`config.mk`:
```
export PLATFORM = sky130hd
export DESIGN_NAME = instr_fetch_unit_flat
export DESIGN_NICKNAME = d
export VERILOG_FILES = /design/src/rtl/ifetch_pkg.sv /design/src/rtl/ifetch_if.sv /design/src/rtl/ifetch_buf.sv /design/src/rtl/instr_fetch_unit.sv /design/src/flat_wrapper.sv
export SDC_FILE = /design/constraint.sdc
export NUM_CORES = 1
export LEC_CHECK = 0
export CAP_MARGIN = 20
export CORE_MARGIN = 1
export CORE_UTILIZATION = 30
export DETAILED_ROUTE_END_ITERATION = 10
export PLACE_DENSITY = 0.51
export SYNTH_ARGS = -nofsm -noshare
export SYNTH_HDL_FRONTEND = slang
export SYNTH_HIERARCHICAL = 1
export SYNTH_SLANG_ARGS = --single-unit
```
`constraint.sdc`:
```
create_clock -name CLK -period 5.5 [get_ports CLK]
set_input_delay 1.65 -clock CLK [delete_from_list [all_inputs] [get_ports CLK]]
set_output_delay 1.65 -clock CLK [all_outputs]
set_load 0.01 [all_outputs]
```
`src/rtl/ifetch_pkg.sv`:
```
// ============================================================================
// Module : ifetch_pkg
// Shared types and constants for the instruction fetch unit. Defining
// IFETCH_PREFETCH_EN selects the two-entry prefetch buffer.
// Rev    : 1.0
// ============================================================================
`default_nettype none

package ifetch_pkg;

  localparam int INSTR_W = 16;

`ifdef IFETCH_PREFETCH_EN
  localparam int IFETCH_DEPTH = 2;
`else
  localparam int IFETCH_DEPTH = 1;
`endif

  localparam int IFETCH_CNT_W = $clog2(IFETCH_DEPTH + 1);

  typedef enum logic [1:0] {
    FETCH_IDLE = 2'd0,
    FETCH_WAIT = 2'd1,
    FLUSH      = 2'd2
  } fetch_state_t;

endpackage

`default_nettype wire

```
`src/rtl/ifetch_if.sv`:
```
// ============================================================================
// Module : ifetch_if
// Memory read channel, decoder-side instruction stream and branch redirect.
// Rev    : 1.0
// ============================================================================
`default_nettype none

interface ifetch_if #(
  parameter int ADDR_W = 16
);

  logic                             MEM_REQ;
  logic [ADDR_W-1:0]                MEM_ADDR;
  logic                             MEM_ACK;
  logic [ifetch_pkg::INSTR_W-1:0]   MEM_RDATA;
  logic [ifetch_pkg::INSTR_W-1:0]   INSTR;
  logic [ADDR_W-1:0]                INSTR_PC;
  logic                             INSTR_VALID;
  logic                             INSTR_READY;
  logic                             BRANCH;
  logic [ADDR_W-1:0]                BRANCH_TARGET;

  modport master (
    output MEM_REQ, MEM_ADDR, INSTR, INSTR_PC, INSTR_VALID,
    input  MEM_ACK, MEM_RDATA, INSTR_READY, BRANCH, BRANCH_TARGET
  );

  modport slave (
    input  MEM_REQ, MEM_ADDR, INSTR, INSTR_PC, INSTR_VALID,
    output MEM_ACK, MEM_RDATA, INSTR_READY, BRANCH, BRANCH_TARGET
  );

endinterface

`default_nettype wire

```
`src/rtl/ifetch_buf.sv`:
```
// ============================================================================
// Module : ifetch_buf
// Small synchronous FIFO of {word, pc} entries with push, pop and clear.
// Rev    : 1.0
// ============================================================================
`default_nettype none

module ifetch_buf #(
  parameter int DEPTH  = 1,
  parameter int WORD_W = 16,
  parameter int ADDR_W = 16
) (
  input  logic                         CLK,
  input  logic                         nRESET,
  input  logic                         i_push,
  input  logic                         i_pop,
  input  logic                         i_clear,
  input  logic [WORD_W-1:0]            i_word,
  input  logic [ADDR_W-1:0]            i_pc,
  output logic [WORD_W-1:0]            o_word,
  output logic [ADDR_W-1:0]            o_pc,
  output logic [$clog2(DEPTH+1)-1:0]   o_count,
  output logic                         o_full,
  output logic                         o_empty
);

  localparam int PTR_W = (DEPTH > 1) ? $clog2(DEPTH) : 1;
  localparam int CNT_W = $clog2(DEPTH + 1);

  logic [WORD_W-1:0] r_word [DEPTH];
  logic [ADDR_W-1:0] r_pc   [DEPTH];
  logic [PTR_W-1:0]  r_rd;
  logic [PTR_W-1:0]  r_wr;
  logic [CNT_W-1:0]  r_count;
  logic              w_push;
  logic              w_pop;

  function automatic logic [PTR_W-1:0] f_inc(input logic [PTR_W-1:0] p);
    f_inc = (p == PTR_W'(DEPTH - 1)) ? '0 : p + PTR_W'(1);
  endfunction

  // A full buffer may still accept a word when the head leaves in the same cycle.
  assign w_push = i_push && (!o_full || i_pop);
  assign w_pop  = i_pop && !o_empty;

  always_ff @(posedge CLK) begin
    if (!nRESET) begin
      r_rd    <= '0;
      r_wr    <= '0;
      r_count <= '0;
      for (int i = 0; i < DEPTH; i++) begin
        r_word[i] <= '0;
        r_pc[i]   <= '0;
      end
    end else if (i_clear) begin
      r_rd    <= '0;
      r_wr    <= '0;
      r_count <= '0;
    end else begin
      if (w_push) begin
        r_word[r_wr] <= i_word;
        r_pc[r_wr]   <= i_pc;
        r_wr         <= f_inc(r_wr);
      end
      if (w_pop) begin
        r_rd <= f_inc(r_rd);
      end
      if (w_push && !w_pop) begin
        r_count <= r_count + CNT_W'(1);
      end else if (!w_push && w_pop) begin
        r_count <= r_count - CNT_W'(1);
      end
    end
  end

  assign o_word  = r_word[r_rd];
  assign o_pc    = r_pc[r_rd];
  assign o_count = r_count;
  assign o_full  = (r_count == CNT_W'(DEPTH));
  assign o_empty = (r_count == '0);

endmodule

`default_nettype wire

```
`src/rtl/instr_fetch_unit.sv`:
```
// ============================================================================
// Module : instr_fetch_unit
// Program counter, single-outstanding memory reads and buffered instruction
// delivery with branch flush. IFETCH_PREFETCH_EN enables a 2-deep buffer.
// Rev    : 1.0
// ============================================================================
`default_nettype none

module instr_fetch_unit
  import ifetch_pkg::*;
#(
  parameter int                ADDR_W   = 16,
  parameter logic [ADDR_W-1:0] RESET_PC = '0
) (
  input  logic     CLK,
  input  logic     nRESET,
  ifetch_if.master bus
);

  fetch_state_t              r_state;
  fetch_state_t              w_state_nxt;
  logic [ADDR_W-1:0]         r_pc;
  logic [ADDR_W-1:0]         w_pc_nxt;
  logic [ADDR_W-1:0]         r_addr;
  logic [ADDR_W-1:0]         w_addr_nxt;
  logic                      r_req;
  logic                      w_ack;
  logic                      w_push;
  logic                      w_pop;
  logic                      w_room;
  logic                      w_full;
  logic                      w_empty;
  logic [IFETCH_CNT_W-1:0]   w_occ;
  logic [INSTR_W-1:0]        w_head_word;
  logic [ADDR_W-1:0]         w_head_pc;

  // An ACK only counts against a request we actually raised.
  assign w_ack  = r_req && bus.MEM_ACK;
  assign w_push = w_ack && (r_state == FETCH_WAIT) && !bus.BRANCH;
  assign w_pop  = !w_empty && bus.INSTR_READY;

  // Room after this edge: a branch empties the buffer, otherwise push/pop net change.
  assign w_room = bus.BRANCH ? 1'b1 :
                  w_full     ? (w_pop && !w_push) :
                               !(w_push && !w_pop && (w_occ == IFETCH_CNT_W'(IFETCH_DEPTH - 1)));

  ifetch_buf #(
    .DEPTH  (IFETCH_DEPTH),
    .WORD_W (INSTR_W),
    .ADDR_W (ADDR_W)
  ) u_buf (
    .CLK     (CLK),
    .nRESET  (nRESET),
    .i_push  (w_push),
    .i_pop   (w_pop),
    .i_clear (bus.BRANCH),
    .i_word  (bus.MEM_RDATA),
    .i_pc    (r_addr),
    .o_word  (w_head_word),
    .o_pc    (w_head_pc),
    .o_count (w_occ),
    .o_full  (w_full),
    .o_empty (w_empty)
  );

  always_comb begin
    w_state_nxt = r_state;
    w_pc_nxt    = r_pc;
    case (r_state)
      FETCH_IDLE: begin
        if (bus.BRANCH) w_pc_nxt = bus.BRANCH_TARGET;
        if (w_room)     w_state_nxt = FETCH_WAIT;
      end
      FETCH_WAIT: begin
        if (w_ack) begin
          w_pc_nxt    = bus.BRANCH ? bus.BRANCH_TARGET : r_pc + ADDR_W'(1);
          w_state_nxt = w_room ? FETCH_WAIT : FETCH_IDLE;
        end else if (bus.BRANCH) begin
          w_pc_nxt    = bus.BRANCH_TARGET;
          w_state_nxt = FLUSH;
        end
      end
      FLUSH: begin
        if (bus.BRANCH) w_pc_nxt = bus.BRANCH_TARGET;
        if (w_ack)      w_state_nxt = FETCH_WAIT;
      end
      default: w_state_nxt = FETCH_IDLE;
    endcase
    // A flushed request must keep its stale address until memory answers it.
    w_addr_nxt = (w_state_nxt == FLUSH) ? r_addr : w_pc_nxt;
  end

  always_ff @(posedge CLK) begin
    if (!nRESET) begin
      r_state <= FETCH_IDLE;
      r_pc    <= RESET_PC;
      r_addr  <= RESET_PC;
      r_req   <= 1'b0;
    end else begin
      r_state <= w_state_nxt;
      r_pc    <= w_pc_nxt;
      r_addr  <= w_addr_nxt;
      r_req   <= (w_state_nxt != FETCH_IDLE);
    end
  end

  assign bus.MEM_REQ     = r_req;
  assign bus.MEM_ADDR    = r_addr;
  assign bus.INSTR       = w_head_word;
  assign bus.INSTR_PC    = w_head_pc;
  assign bus.INSTR_VALID = !w_empty;

endmodule

`default_nettype wire

```
`src/flat_wrapper.sv`:
```
// flat-port wrapper written by rule: the top's interface ports become plain ports
module instr_fetch_unit_flat import ifetch_pkg::*;
#(
  parameter int                ADDR_W   = 16,
  parameter logic [ADDR_W-1:0] RESET_PC = '0
)
  (CLK, nRESET, bus_MEM_REQ, bus_MEM_ADDR, bus_INSTR, bus_INSTR_PC, bus_INSTR_VALID, bus_MEM_ACK, bus_MEM_RDATA, bus_INSTR_READY, bus_BRANCH, bus_BRANCH_TARGET);
  ifetch_if #(.ADDR_W(ADDR_W)) bus_i ();
  input  logic CLK;
  input  logic nRESET;
  output wire logic [$bits(bus_i.MEM_REQ)-1:0] bus_MEM_REQ;
  output wire logic [$bits(bus_i.MEM_ADDR)-1:0] bus_MEM_ADDR;
  output wire logic [$bits(bus_i.INSTR)-1:0] bus_INSTR;
  output wire logic [$bits(bus_i.INSTR_PC)-1:0] bus_INSTR_PC;
  output wire logic [$bits(bus_i.INSTR_VALID)-1:0] bus_INSTR_VALID;
  input wire logic [$bits(bus_i.MEM_ACK)-1:0] bus_MEM_ACK;
  input wire logic [$bits(bus_i.MEM_RDATA)-1:0] bus_MEM_RDATA;
  input wire logic [$bits(bus_i.INSTR_READY)-1:0] bus_INSTR_READY;
  input wire logic [$bits(bus_i.BRANCH)-1:0] bus_BRANCH;
  input wire logic [$bits(bus_i.BRANCH_TARGET)-1:0] bus_BRANCH_TARGET;
  assign bus_MEM_REQ = bus_i.MEM_REQ;
  assign bus_MEM_ADDR = bus_i.MEM_ADDR;
  assign bus_INSTR = bus_i.INSTR;
  assign bus_INSTR_PC = bus_i.INSTR_PC;
  assign bus_INSTR_VALID = bus_i.INSTR_VALID;
  assign bus_i.MEM_ACK = bus_MEM_ACK;
  assign bus_i.MEM_RDATA = bus_MEM_RDATA;
  assign bus_i.INSTR_READY = bus_INSTR_READY;
  assign bus_i.BRANCH = bus_BRANCH;
  assign bus_i.BRANCH_TARGET = bus_BRANCH_TARGET;
  instr_fetch_unit #(.ADDR_W(ADDR_W), .RESET_PC(RESET_PC)) u_core (.CLK(CLK), .nRESET(nRESET), .bus(bus_i));
endmodule
```
Word level (Yosys, flattened, before mapping) --
Memory sizes are Yosys's and may differ from the RTL's. Cells that the tools add are included.
Storage, ports and cells: input bits 37, memories kept 2, output and inout port bits 50, register bits after elaboration 36, memory bits (writable) 32
Cells by class: equality and inequality tests 3, bitwise operators 2, mux-type cells 23, reductions and logical operators 26, add/subtract/negate cells 3
Memories:
- u_core.u_buf.r_pc | words 1, bits a word 16, read ports 1, clocked after memory_dff 0, write ports 1, RTL line ifetch_buf.sv:31 | logic [ADDR_W-1:0] r_pc [DEPTH];
- u_core.u_buf.r_word | words 1, bits a word 16, read ports 1, clocked after memory_dff 0, write ports 1, RTL line ifetch_buf.sv:30 | logic [WORD_W-1:0] r_word [DEPTH];
Operators with widths (count):
- $mux 16 | 5
- $pmux 16 s2 | 1
- $reduce_or 16->1 | 2
- $add 16x1->16 const B | 1
- $mux 1 | 12
- $logic_and 1x1->1 | 11
- $mux 2 | 4
- $logic_not 1->1 | 7
- $pmux 2 s3 | 1
- $eq 2x2->1 const B | 2
- $reduce_bool 2->1 | 2
- $reduce_or 2->1 | 2
- $eq 2x1->1 const B | 1
- $logic_not 2->1 | 1
- $not 1->1 | 2
- $add 1x1->1 const B | 1
- $logic_or 1x1->1 | 1
- $sub 1x1->1 const B | 1

Logic depth before layout (Yosys ltp) --
Gate-level depths: netlist of the first run.
word-level depth 12, gate-level depth with buffers 7, mapped depth without buffers 5

Modules after synthesis --
The synthesis of the first run kept the hierarchy.
By module, submodules not included:
- instr_fetch_unit | times used 1, area an instance 2165.8 um^2, cells each 252
- ifetch_buf | times used 1, area an instance 1624.1 um^2, cells each 116

Worst setup path after synthesis of the first run --
Ideal clock, no wire load.
path kind input to register, from in bus_BRANCH, to mem u_core.u_buf.r_pc[0][0] (enable), setup time 0.466 ns, stages 6, path slack 0.386 ns, path buffers 2, data arrival time 4.649 ns, path through buf_6 -> nand3b_1 -> nor2_2 -> nand2b_4 -> buf_6 -> o21ai_0
On the way: cells in the longest elaborated chain, start to end 9
RTL lines:
- start: declaration | RTL line flat_wrapper.sv:19 | input wire logic [$bits(bus_i.BRANCH)-1:0] bus_BRANCH;
- $logic_not 1->1 * | RTL line instr_fetch_unit.sv:39 | assign w_push = w_ack && (r_state == FETCH_WAIT) && !bus.BRANCH;
- $logic_and 1x1->1 * | RTL line instr_fetch_unit.sv:39
- via u_core.w_push | RTL line instr_fetch_unit.sv:28 | logic w_push;
- $logic_and 1x1->1 * | RTL line ifetch_buf.sv:43 | assign w_push = i_push && (!o_full || i_pop);
- $mux 1 * | RTL line ifetch_buf.sv:60 | if (w_push) begin
- $mux 1 * | RTL line ifetch_buf.sv:55 | end else if (i_clear) begin
- $mux 1 * | RTL line ifetch_buf.sv:47 | if (!nRESET) begin
- $mux 1 (not written as such) * | RTL line ifetch_buf.sv:62 | r_pc[r_wr] <= i_pc;
- $reduce_or 16->1 (no source line)
- $mux 1 (no source line) *
- end: declaration | RTL line ifetch_buf.sv:31
Mark *: on every way through the listed nets, which the timed path passes. The rest lies on a longest branch.

Final worst setup path of the first run --
from in bus_MEM_ACK, to mem u_core.u_buf.r_word[0][7] (enable)
On the way: cells in the longest elaborated chain, start to end 10
RTL lines:
- start: declaration | RTL line flat_wrapper.sv:16 | input wire logic [$bits(bus_i.MEM_ACK)-1:0] bus_MEM_ACK;
- $logic_and 1x1->1 * | RTL line instr_fetch_unit.sv:38 | assign w_ack = r_req && bus.MEM_ACK;
- $logic_and 1x1->1 * (2 in series) | RTL line instr_fetch_unit.sv:39
- via u_core.w_push | RTL line instr_fetch_unit.sv:28
- $logic_and 1x1->1 * | RTL line ifetch_buf.sv:43
- $mux 1 * | RTL line ifetch_buf.sv:60
- $mux 1 * | RTL line ifetch_buf.sv:55
- $mux 1 * | RTL line ifetch_buf.sv:47
- $mux 1 (not written as such) * | RTL line ifetch_buf.sv:61 | r_word[r_wr] <= i_word;
- $reduce_or 16->1 (no source line)
- $mux 1 (no source line) *
- end: declaration | RTL line ifetch_buf.sv:30
Marked as above.

==> metrics list, run 1 <==
- For the pin with the worst max-slew slack, the measured transition is 786 ps.
* GRT Util Overall: 16.0%
* Max-cap violations: 0
* Worst reg-to-reg path cell count: 4
* Dpl hpwl: 7.20 mm
- The top cell types in the final layout, fill and taps aside, are sky130_fd_sc_hd__clkdlybuf4s50_1, sky130_fd_sc_hd__nand2_1, sky130_fd_sc_hd__dfxtp_1.
- Synth Area per Inst: 10.3 µm²
* Max Buffers Root-to-Sink: 2
- Num Clock Sinks: 68
- Final hold viol count: 0
- Net Sw Frac: 25.0%
- Relative slew margins: 47.4%
* Critical path fanouts, max: 33
- Via count of the first global-routing pass: 2858
- Post-CTS Hold Buffers: 0
- Drt via density: 5.02
* Number of synthesized flops with an enable pin: 32
* # Post-CTS Setup Buffers: 0
* Initial detailed-routing violation count: 207
- Capturing element type of the critical path: flop
- Count of state elements after synthesis: 68
* Number of placed instances with taps included: 596
- The run finished with clean final reports.
- The post-route netlist has 16.5% of its cells at a drive strength greater than 1.
- Unique masters post-synth: 75
- Cell type group with the largest total delay on the critical path: buffers and inverters
- The die is 114 µm wide.
- Setup-failing EPs final: 0
* Setup TNS Final: 0 ps
- Number of clock buffers inserted by TritonCTS: 9
* Post-Syn Nets: 406
- During synthesis, Yosys emitted a total of 6 warnings.
- Clock slew at reported path FFs: 50 ps
* Minimum clock period after layout: 3690 ps
- Leak Pwr: 0.00167 µW
- Final GP Congestion: 0.844
- Unrepaired setup endpoints after global routing: no
* Pin count of the biggest net entering global routing: 57
- Router iterations before antenna repair: 4
- Buf/Inv on CP: 2
- Wires add up to 10.1 mm.
* Total overflow reported by the global router: 0
- TritonCTS clock tree: built
- At the worst endpoint, the arrival time is 3700 ps.
* Total count of max-transition violations in the final report: 0
- CTS built an H-tree with a depth of 3.
* Number of top-level pins: 87
* Most common cell after layout, fill and taps aside: sky130_fd_sc_hd__clkdlybuf4s50_1
- Worst r2r dst: u_core/bus.MEM_ADDR[4]
- Initial standard-cell utilization of the core: 31.2%
- The worst hold path passes through 2 cells.
- Data on the critical path is required at its endpoint by 5520 ps.
- Total power consumption of the routed design: 1410 µW
- CP max stage delay: 650 ps
* Final Non-Filler Cells: 611
- At the later pin of the worst-skew pair, clock insertion delay measures 330 ps.
- Vias after detailed routing: 3065
- R2r setup slk: 3130 ps
- In this run the standard cell core region covers 12200 µm².
* Sequential element share of the synthesized area: 44.4%
- Across the VDD grid, the largest voltage drop is 0.000114 V.
* Type of the setup path with the least slack: in -> reg
- WL per Instance: 16.5 µm
* Final period utilization: 67.1%
- Once placement finished, the instance area stood at 4660 µm².
- The worst hold path terminates at u_core/bus.MEM_ADDR[4].
* Count of instances resized after the clock tree is built: 0
- The startpoint identified for the worst register-to-register timing path is u_core/r_state[1].
- Ordered cell list for the critical path: clkdlybuf4s50_1 > nand3b_1 > nor2_2 > nand2b_4 > o21ai_2 > buf_4
- The analysis attributes to net switching a power of 353 µW.
- Across all setup checks in the final design, the least slack found is 1810 ps.
- The tightest min-delay check is of the reg -> reg type.
- The internal power of the cells totals 1060 µW.
* Proportion of power drawn by combinational gates: 15.0%
- Global-route wire length before repair: 15.9 mm
- In this run the most critical hold path is launched from u_core/bus.MEM_ADDR[4].
- Die area: 13100 µm²
- Between clock sinks in the finished design, the worst skew comes to 4.35 ps.
* Count of filler cells inserted in the layout: 1234
- Among all stages on the critical path, the largest delay is contributed by sky130_fd_sc_hd__clkdlybuf4s50_1.
- Static timing analysis puts the maximum clock frequency at 271 MHz.
- Dominant register cell in the synthesized netlist: sky130_fd_sc_hd__dfxtp_1
- The initial antenna violation count came to 0.
- Power share of the clock group: 42.4%
- After routing the design area is 4970 µm².
* Total DRC errors in the routed layout: 0
* Launching element type of the critical path: primary input
* IO Port Bufs: 86
- Sequential Power Share: 42.6%
- Row count: 40
* Number of standard cells after synthesis: 368
* Post-placement setup slack: 1450 ps
* Antenna viol nets, final: 0
* Number of antenna diodes: 0
- Count of nets after finishing: 477
- Height of the die: 114 µm
- Mapped Area: 3790 µm²
- Synth-to-layout area growth: 31.1%
- In this run the power density over the cells is 285 nW/µm².
* FFs w/ async S/R, synth: 0%
- Clock Root Buffer: sky130_fd_sc_hd__clkbuf_16
==> through the flow <==
| step | utilization [%] | hold slack, ps |
|---|---|---|
| 6_report | 40.8 | 499 |
| 5_1_grt | 40.8 | 519 |
| 4_1_cts | 40.8 | 502 |
| 3_5_place_dp | 38.3 | 495 |
| 3_3_place_gp | 38.3 | 490 |
| 2_1_floorplan | - | 502 |
==> final cells by class <==
cell class,instances,area [µm²],share of cell area [%]
clock inverter,5,77.6,1.56
sequential,68,1680,33.9
inverter,9,33.8,0.680
tap,168,210,4.23
timing repair buffer,92,901,18.1
clock buffer,10,229,4.61
multi-input combinational,259,1830,36.9
==> Yosys cell counts (all sizes together), types with 3 or more instances <==
cell type	instances	area share, %
nand2b	9	1.7
nor2	10	1.1
o221ai	3	0.69
a21o	4	0.79
o311ai	4	0.92
o22ai	5	0.83
o21ai	17	2.2
a211oi	3	0.59
and3	4	0.69
edfxtp	32	25
o211ai	3	0.59
mux2i	4	1.1
nand3	21	2.9
nand4	5	1.6
clkbuf	6	0.63
nor4	7	2.3
nor3	43	10
buf	26	5.8
o31ai	4	0.79
inv	9	0.89
dfxtp	36	19
and2	5	0.83
and4	3	0.76
a21oi	10	1.3
a31oi	8	1.3
nor2b	5	1.0
nand2	44	4.4
==> logic make-up (layout without fill, tap and decap cells) <==
| family | Yosys count | after routing | synth area share (%) |
|---|---|---|---|
| compound gates | 87 | 87 | 16.6 |
| flops | 68 | 68 | 44.4 |
| xor+xnor | 1 | 1 | 0.231 |
| mux | 5 | 5 | 1.35 |
| buf+inv | 41 | 116 | 7.33 |
| fa+ha+maj | 1 | 1 | 0.330 |
| simple gates | 165 | 165 | 29.7 |
==> per-layer routing <==
layer,wire length [µm],up-vias,track usage (%),share of wire [%]
met1,4700,1432,21.1,46
li1,-,1517,-,-
met2,4620,103,25.7,46
met4,157,0,5.19,1.6
met3,630,13,3.81,6.2
met5,0,-,0,0
==> registers in the layout, indices dropped and copies added, names as in the netlist <==
signal                flops
u_core/bus.MEM_ADDR      16
u_core/r_pc              16
u_core/u_buf/r_pc        16
u_core/u_buf/r_word      16
u_core/r_state            2
u_core/bus.MEM_REQ        1
u_core/u_buf/o_count      1
==> worst register-to-register path, stage by stage, from the launching register on <==
cell,delay (ps)
sky130_fd_sc_hd__dfxtp_1,750
sky130_fd_sc_hd__nand2_2,370
sky130_fd_sc_hd__nand3_1,710
sky130_fd_sc_hd__nand2_1,230
sky130_fd_sc_hd__o31ai_1,230
==> worst max path at each step <==
stage	cells after the start	from	end	slack, ps
3_5_place_dp	6	bus_MEM_ACK	u_core/u_buf/r_word[0][10]	1450
4_1_cts	6	bus_MEM_ACK	u_core/u_buf/r_word[0][7]	1800
2_1_floorplan	6	bus_BRANCH	u_core/u_buf/r_pc[0][0]	390
5_1_grt	6	bus_MEM_ACK	u_core/u_buf/r_word[0][7]	1640
6_report	6	bus_MEM_ACK	u_core/u_buf/r_word[0][7]	1810
3_3_place_gp	6	bus_MEM_ACK	u_core/u_buf/r_word[0][7]	1500
==> power by group through the flow <==
stage               clock network [µW]  logic, µW  registers (µW)
global route                       634        231             607
CTS                                615        214             602
finish                             600        213             602
detailed placement                   0        213             613
global placement                     0        212             612
floorplan                            0        112             610
(Power assumes the default switching activity.)
==> run 2, diff against run 1 <==
--- a/config.mk
+++ b/config.mk
@@ -9,7 +9,7 @@
 export CORE_MARGIN = 1
 export CORE_UTILIZATION = 30
 export DETAILED_ROUTE_END_ITERATION = 10
-export PLACE_DENSITY = 0.51
+export PLACE_DENSITY = 0.53
 export SYNTH_ARGS = -nofsm -noshare
 export SYNTH_HDL_FRONTEND = slang
 export SYNTH_HIERARCHICAL = 1
==> constraint.sdc (replaced) <==
create_clock -name CLK -period 3.25 [get_ports CLK]
set_input_delay 0.975 -clock CLK [delete_from_list [all_inputs] [get_ports CLK]]
set_output_delay 0.975 -clock CLK [all_outputs]
set_load 0.01 [all_outputs]
==> run 2 against run 1 <==
  * Count of clock-buffer cells in the layout is the same
  * Setup slack lost 1200 ps
  * Highest routed layer unchanged
  * Largest cell class unchanged
  * Critical endpoint is now u_core/u_buf/r_pc[0][13]
  * First-iteration DRC count shrank 3.4%
  * Via count grew 2.1%
  * Global-route usage is essentially flat
==> metrics list, run 2 (synthesis gave the netlist of run 1 again) <==
- The run finished with clean final reports.
- Final GP Congestion: 0.886
- Setup violations remaining at the end of the flow were counted as 0.
* Count of instances resized after the clock tree is built: 0
- Initial standard-cell utilization of the core: 31.2%
- GRT Util Overall: 16.0%
- Post-placement setup slack: 241 ps
- Pin count of the biggest net entering global routing: 39
- Num Clock Sinks: 68
- Setup TNS Final: 0 ps
* Height of the die: 114 µm
* Crit path arrival time: 2700 ps
- Synth-to-layout area growth: 32.9%
- Via count of the first global-routing pass: 2982
- Row count: 40
* Relative slew margins: 57.0%
* Max-cap violations: 0
- The total count of max-transition violations in the final report was 0.
- For this design the top-level I/O count stands at 87.
* Router iterations before antenna repair: 4
* Antenna violations before repair: 0
- Summed over all nets, the half-perimeter wirelength after detailed placement is 7.31 mm.
- For this run, design rule violations remaining after detail routing come to 0.
- Class of the tightest hold or removal check: reg -> reg
- Initial detailed-routing violation count: 200
- The final critical path takes up 82.1% of the cycle.
- Required time of the worst setup path: 3280 ps
- # Post-CTS Setup Buffers: 0
* WL per Instance: 16.2 µm
- Hold is met by 505 ps.
* Most common cell after layout, fill and taps aside: sky130_fd_sc_hd__clkdlybuf4s50_1
- Core Region: 12200 µm²
* Post-CTS Hold Buffers: 0
- Number of levels the H-tree was split into: 3
- R2r setup slk: 1110 ps
- The worst setup path is launched from a primary input.
- Unrepaired setup endpoints after global routing: no
* Number of antenna diodes: 0
- For this block, the via count after detailed routing is 3129.
* Total overflow reported by the global router: 0
* Leak Pwr: 0.00171 µW
- Counting along the longest clock path gives a buffer depth of 2.
* Critical path fanouts, max: 27
* Setup slack of the critical path after layout: 582 ps
* Clock slew at reported path FFs: 50 ps
* Drt via density: 5.05
* Count of nets after finishing: 485
- By startpoint and endpoint, the worst setup path is classified as in -> reg.
- Global-route wire length before repair: 16.0 mm
* Tightest Pin Transition: 643 ps
- Clock skew on the completed layout was measured at 4.47 ps.
* PD cells: 467 nW/µm²
- Die W: 114 µm
- TritonCTS built the clock tree.
- Derived from the worst setup path, the maximum achievable clock frequency is 375 MHz.
- Clock latency of the later-clocked register in the worst-skew pair: 330 ps
- Share of post-route cells with drive strength above 1: 18.4%
- Highest-count cells in the layout ignoring fill and taps: sky130_fd_sc_hd__clkdlybuf4s50_1, sky130_fd_sc_hd__nand2_1, sky130_fd_sc_hd__dfxtp_1
* Capturing element type of the critical path: flop
- Number of clock buffers inserted by TritonCTS: 9
- The die covers 13100 µm².
* Final hold viol count: 0
* Clock Root Buffer: sky130_fd_sc_hd__clkbuf_16
- IO Port Bufs: 86
- The smallest clock period supported by the final layout is computed as 2670 ps.
* Worst voltage drop across the vdd grid: 0.000167 V
- Antenna viol nets, final: 0
* Final wirelength: 10.0 mm
run 2: area by class of cell:
cell class                 instances  area [µm²]
fill                            1216        7120
tap                              168         210
sequential                        68        1680
inverter                           9        33.8
timing repair buffer             100         986
multi-input combinational        259        1830
clock inverter                     6        63.8
clock buffer                      10         229
run 2: worst max-delay path, cell delays in order:
cell and delay, ps:
sky130_fd_sc_hd__clkdlybuf4s50_1 680, sky130_fd_sc_hd__nand3b_1 200, sky130_fd_sc_hd__nor2_2 230, sky130_fd_sc_hd__nand2b_4 160, sky130_fd_sc_hd__o21ai_2 220, sky130_fd_sc_hd__buf_12 210
run 2: path summary, 6_finish.rpt:
| path | start | end | depth (start not counted) |
|---|---|---|---|
| hold / removal | u_core/bus.MEM_ADDR[4] | u_core/bus.MEM_ADDR[4] | 2 |
| hold reg to reg | u_core/bus.MEM_ADDR[4] | u_core/bus.MEM_ADDR[4] | 2 |
| setup reg to reg | u_core/r_state[1] | u_core/u_buf/r_pc[0][0] | 5 |
| setup / recovery | bus_MEM_ACK | u_core/u_buf/r_pc[0][13] | 6 |
run 2: stage by stage:
step	instance area [µm²]	instances	util [%]	total power (µW)
2_1_floorplan	3790	368	-	1220
3_3_place_gp	4750	604	39.0	1410
3_5_place_dp	4750	604	39.0	1410
4_1_cts	5040	620	41.4	2380
5_1_grt	5040	620	41.4	2450
6_report	5040	620	41.4	2350
run 2: per-layer routing:
layer	part of all wire, %	track usage (%)	wire [µm]	vias up
met4	1.8	5.11	182	0
li1	-	-	-	1547
met1	46	21.5	4600	1440
met3	6.8	3.97	680	17
met2	46	25.1	4570	125
met5	0	0	0	-
run 2: report_power, final:
group	switching (µW)	total [µW]	internal (µW)	leakage (µW)
Combinational	182	372	190	0.000938
Sequential	67.4	1020	953	0.000629
Clock	365	958	593	0.000139
==> run 3, diff against run 2 <==
==> constraint.sdc (replaced) <==
create_clock -name CLK -period 2.3 [get_ports CLK]
set_input_delay 0.69 -clock CLK [delete_from_list [all_inputs] [get_ports CLK]]
set_output_delay 0.69 -clock CLK [all_outputs]
set_load 0.01 [all_outputs]
==> run 3 against run 2 <==
  * Hold slack worse by 3.9 ps
  * Flip-flop and latch count did not move
  * Sequential share of layout area decreased by 1.2 points
  * Setup slack lost 430 ps
  * Critical path depth down 1
  * Cell count is 3.5% higher
  * Final area is 3.7% higher
  * Routed wire length rose by 1.9%
  * Sequential power grew 41%
  * Critical endpoint is now u_core/bus.MEM_ADDR[11]
  * Highest routed layer unchanged
==> metrics list, run 3 (synthesis gave the netlist of run 1 again) <==
* Result of the run: completed
- Counting both buffers and inverters, the worst setup path holds a total of 1.
- Minimum clock period after layout: 2150 ps
* Antenna viol nets, final: 0
- CP max stage delay: 610 ps
- Clock latency of the later-clocked register in the worst-skew pair: 330 ps
- On the critical path the largest part of the delay comes from buffers and inverters.
* Total overflow reported by the global router: 0
- The total count of max-transition violations in the final report was 0.
- Setup TNS Final: 0 ps
- The internal portion of the total power is 2470 µW.
- In the final design database the tool counted 507 nets.
- Initial standard-cell utilization of the core: 31.2%
* Height of the die: 114 µm
- Final hold viol count: 0
- Antenna violations before repair: 0
* Highest-count cells in the layout ignoring fill and taps: sky130_fd_sc_hd__clkdlybuf4s50_1, sky130_fd_sc_hd__nand2_1, sky130_fd_sc_hd__dfxtp_1
* Switching power: 882 µW
- Most common cell after layout, fill and taps aside: sky130_fd_sc_hd__clkdlybuf4s50_1
- Once detailed placement completed, the half-perimeter wirelength came to 7.74 mm.
* Max-cap violations: 0
- Final GP Congestion: 0.903
- Setup slack of the critical path after layout: 152 ps
- For this run, design rule violations remaining after detail routing come to 0.
- Proportion of power drawn by combinational gates: 16.6%
* Vias after detailed routing: 3210
- After clock tree synthesis, the flow added hold-fix buffers numbering 0.
* Final wirelength: 10.2 mm
- Timing analysis after detailed placement gives a worst setup slack of -161 ps.
- CTS placed an instance of sky130_fd_sc_hd__clkbuf_16 at the clock tree root.
* Number of clock buffers inserted by TritonCTS: 9
* Die W: 114 µm
- Core Region: 12200 µm²
- Number of top-level pins: 87
* Row count: 40
- Drt via density: 5.00
- Crit path max-delay cell type: sky130_fd_sc_hd__clkdlybuf4s50_1
- Across all hold checks on the routed design, the worst slack comes to 501 ps.
* Initial detailed-routing violation count: 274
* Final period utilization: 93.4%
- The area growth from synthesis to layout is 37.8%.
- The finished layout holds 642 standard cells, fillers aside.
- The worst setup path is launched from a primary input.
- Type of the setup path with the least slack: in -> reg
- Crit path arrival time: 2390 ps
* R2r setup slk: 410 ps
- Counting tap cells, the placed design contains a total of 626 instances.
- The H-tree generated during clock tree synthesis spans 3 levels.
- Via count of the first global-routing pass: 3095
- On the final layout, the worst clock skew is 8.01 ps.
* Die area: 13100 µm²
* Capturing element type of the critical path: flop
- Maximum clock frequency: 466 MHz
- For the worst setup path, the data required time is 2540 ps.
* GRT Util Overall: 16.2%
- 0 antenna diodes ended up in the layout.
- The clock network accounts for 40.5% of the total power.
- Critical path fanouts, max: 5
- Before antenna repair, the detailed router went through 5 iterations.
* # Post-CTS Setup Buffers: 0
* Setup-failing EPs final: 0
- Global-route wire length before repair: 16.3 mm
* Num Clock Sinks: 68
- Power spread over the standard cell area amounts to 642 nW/µm².
- Entering global routing, the biggest net connects 42 pins.
- Summed over all cells, the static leakage comes to 0.00182 µW.
- Worst voltage drop across the vdd grid: 0.000453 V
- Tightest Pin Transition: 547 ps
- Overall power consumption after layout is estimated at 3350 µW.
- Class of the tightest hold or removal check: reg -> reg
* Share of post-route cells with drive strength above 1: 21.9%
- Relative slew margins: 63.5%
- No sink is reached through more buffers than the 2 on the longest clock path.
- In this run switching power makes up 26.3% of total power.
- Count of instances resized after the clock tree is built: 0
- Count of filler cells inserted in the layout: 1198
- TritonCTS built the clock tree.
- Sequential Power Share: 43.0%
- Clock slew at reported path FFs: 60 ps
- In the final routed layout, each cell accounts on average for 15.9 µm.
- Traced cell by cell, the critical path runs through clkdlybuf4s50_1 > nand4b_4 > nor4_4 > mux2_2 > o31ai_1.
- In this run the tool buffered the top-level ports with 86 buffer cells.
- Setup repair after global routing left no endpoint under its margin.
-- run 3: cell types whose count changed in the layout (fill, tap and decap cells not counted), sizes merged --
cell | previous run | this run
clkinv | 2 | 3
buf | 15 | 37
clkbuf | 10 | 9
-- run 3: through the flow --
stage          cell area (µm²)  util (%)
3_3_place_gp              4930      40.5
3_5_place_dp              4930      40.5
4_1_cts                   5220      42.9
5_1_grt                   5220      42.9
6_report                  5220      42.9
2_1_floorplan             3800         -
-- run 3: power by group through the flow --
stage / sequential (µW) / combinational (µW) / clock (µW)
global route: 1450 / 600 / 1450
detailed placement: 1470 / 555 / 0
global placement: 1470 / 555 / 0
floorplan: 1460 / 270 / 0
CTS: 1440 / 559 / 1390
finish: 1440 / 556 / 1360
-- run 3: final timing paths --
kind | end | depth (start not counted) | startpoint
worst min register to register | u_core/bus.MEM_ADDR[3] | 2 | u_core/bus.MEM_ADDR[3]
worst max register to register | u_core/u_buf/r_word[0][5] | 5 | u_core/r_state[0]
worst max-delay path | u_core/bus.MEM_ADDR[11] | 5 | bus_MEM_ACK
worst min-delay path | u_core/bus.MEM_ADDR[3] | 2 | u_core/bus.MEM_ADDR[3]
-- run 3: worst register-to-register path, cell delays in order, from the launching register on --
cell and delay [ps]:
sky130_fd_sc_hd__dfxtp_1 660, sky130_fd_sc_hd__nand2b_2 240, sky130_fd_sc_hd__nor2_2 230, sky130_fd_sc_hd__nand2b_4 90, sky130_fd_sc_hd__o21ai_4 190, sky130_fd_sc_hd__buf_12 190
-- run 3: area by class of cell --
type	count	area, µm²	area share [%]
Clock inverter	7	66.3	1.27
Clock buffer	9	225	4.31
Sequential cell	68	1680	32.2
Timing Repair Buffer	122	1160	22.3
Tap cell	168	210	4.02
Multi-Input combinational cell	259	1840	35.3
Inverter	9	33.8	0.647
-- run 3: layer usage --
metal / GRT usage (%) / up-vias / share of wire, %
met5: 0 / - / 0
met4: 5.45 / 0 / 2.1
met3: 4.24 / 19 / 7.1
met2: 25.7 / 132 / 45
met1: 21.3 / 1475 / 46
li1: - / 1584 / -
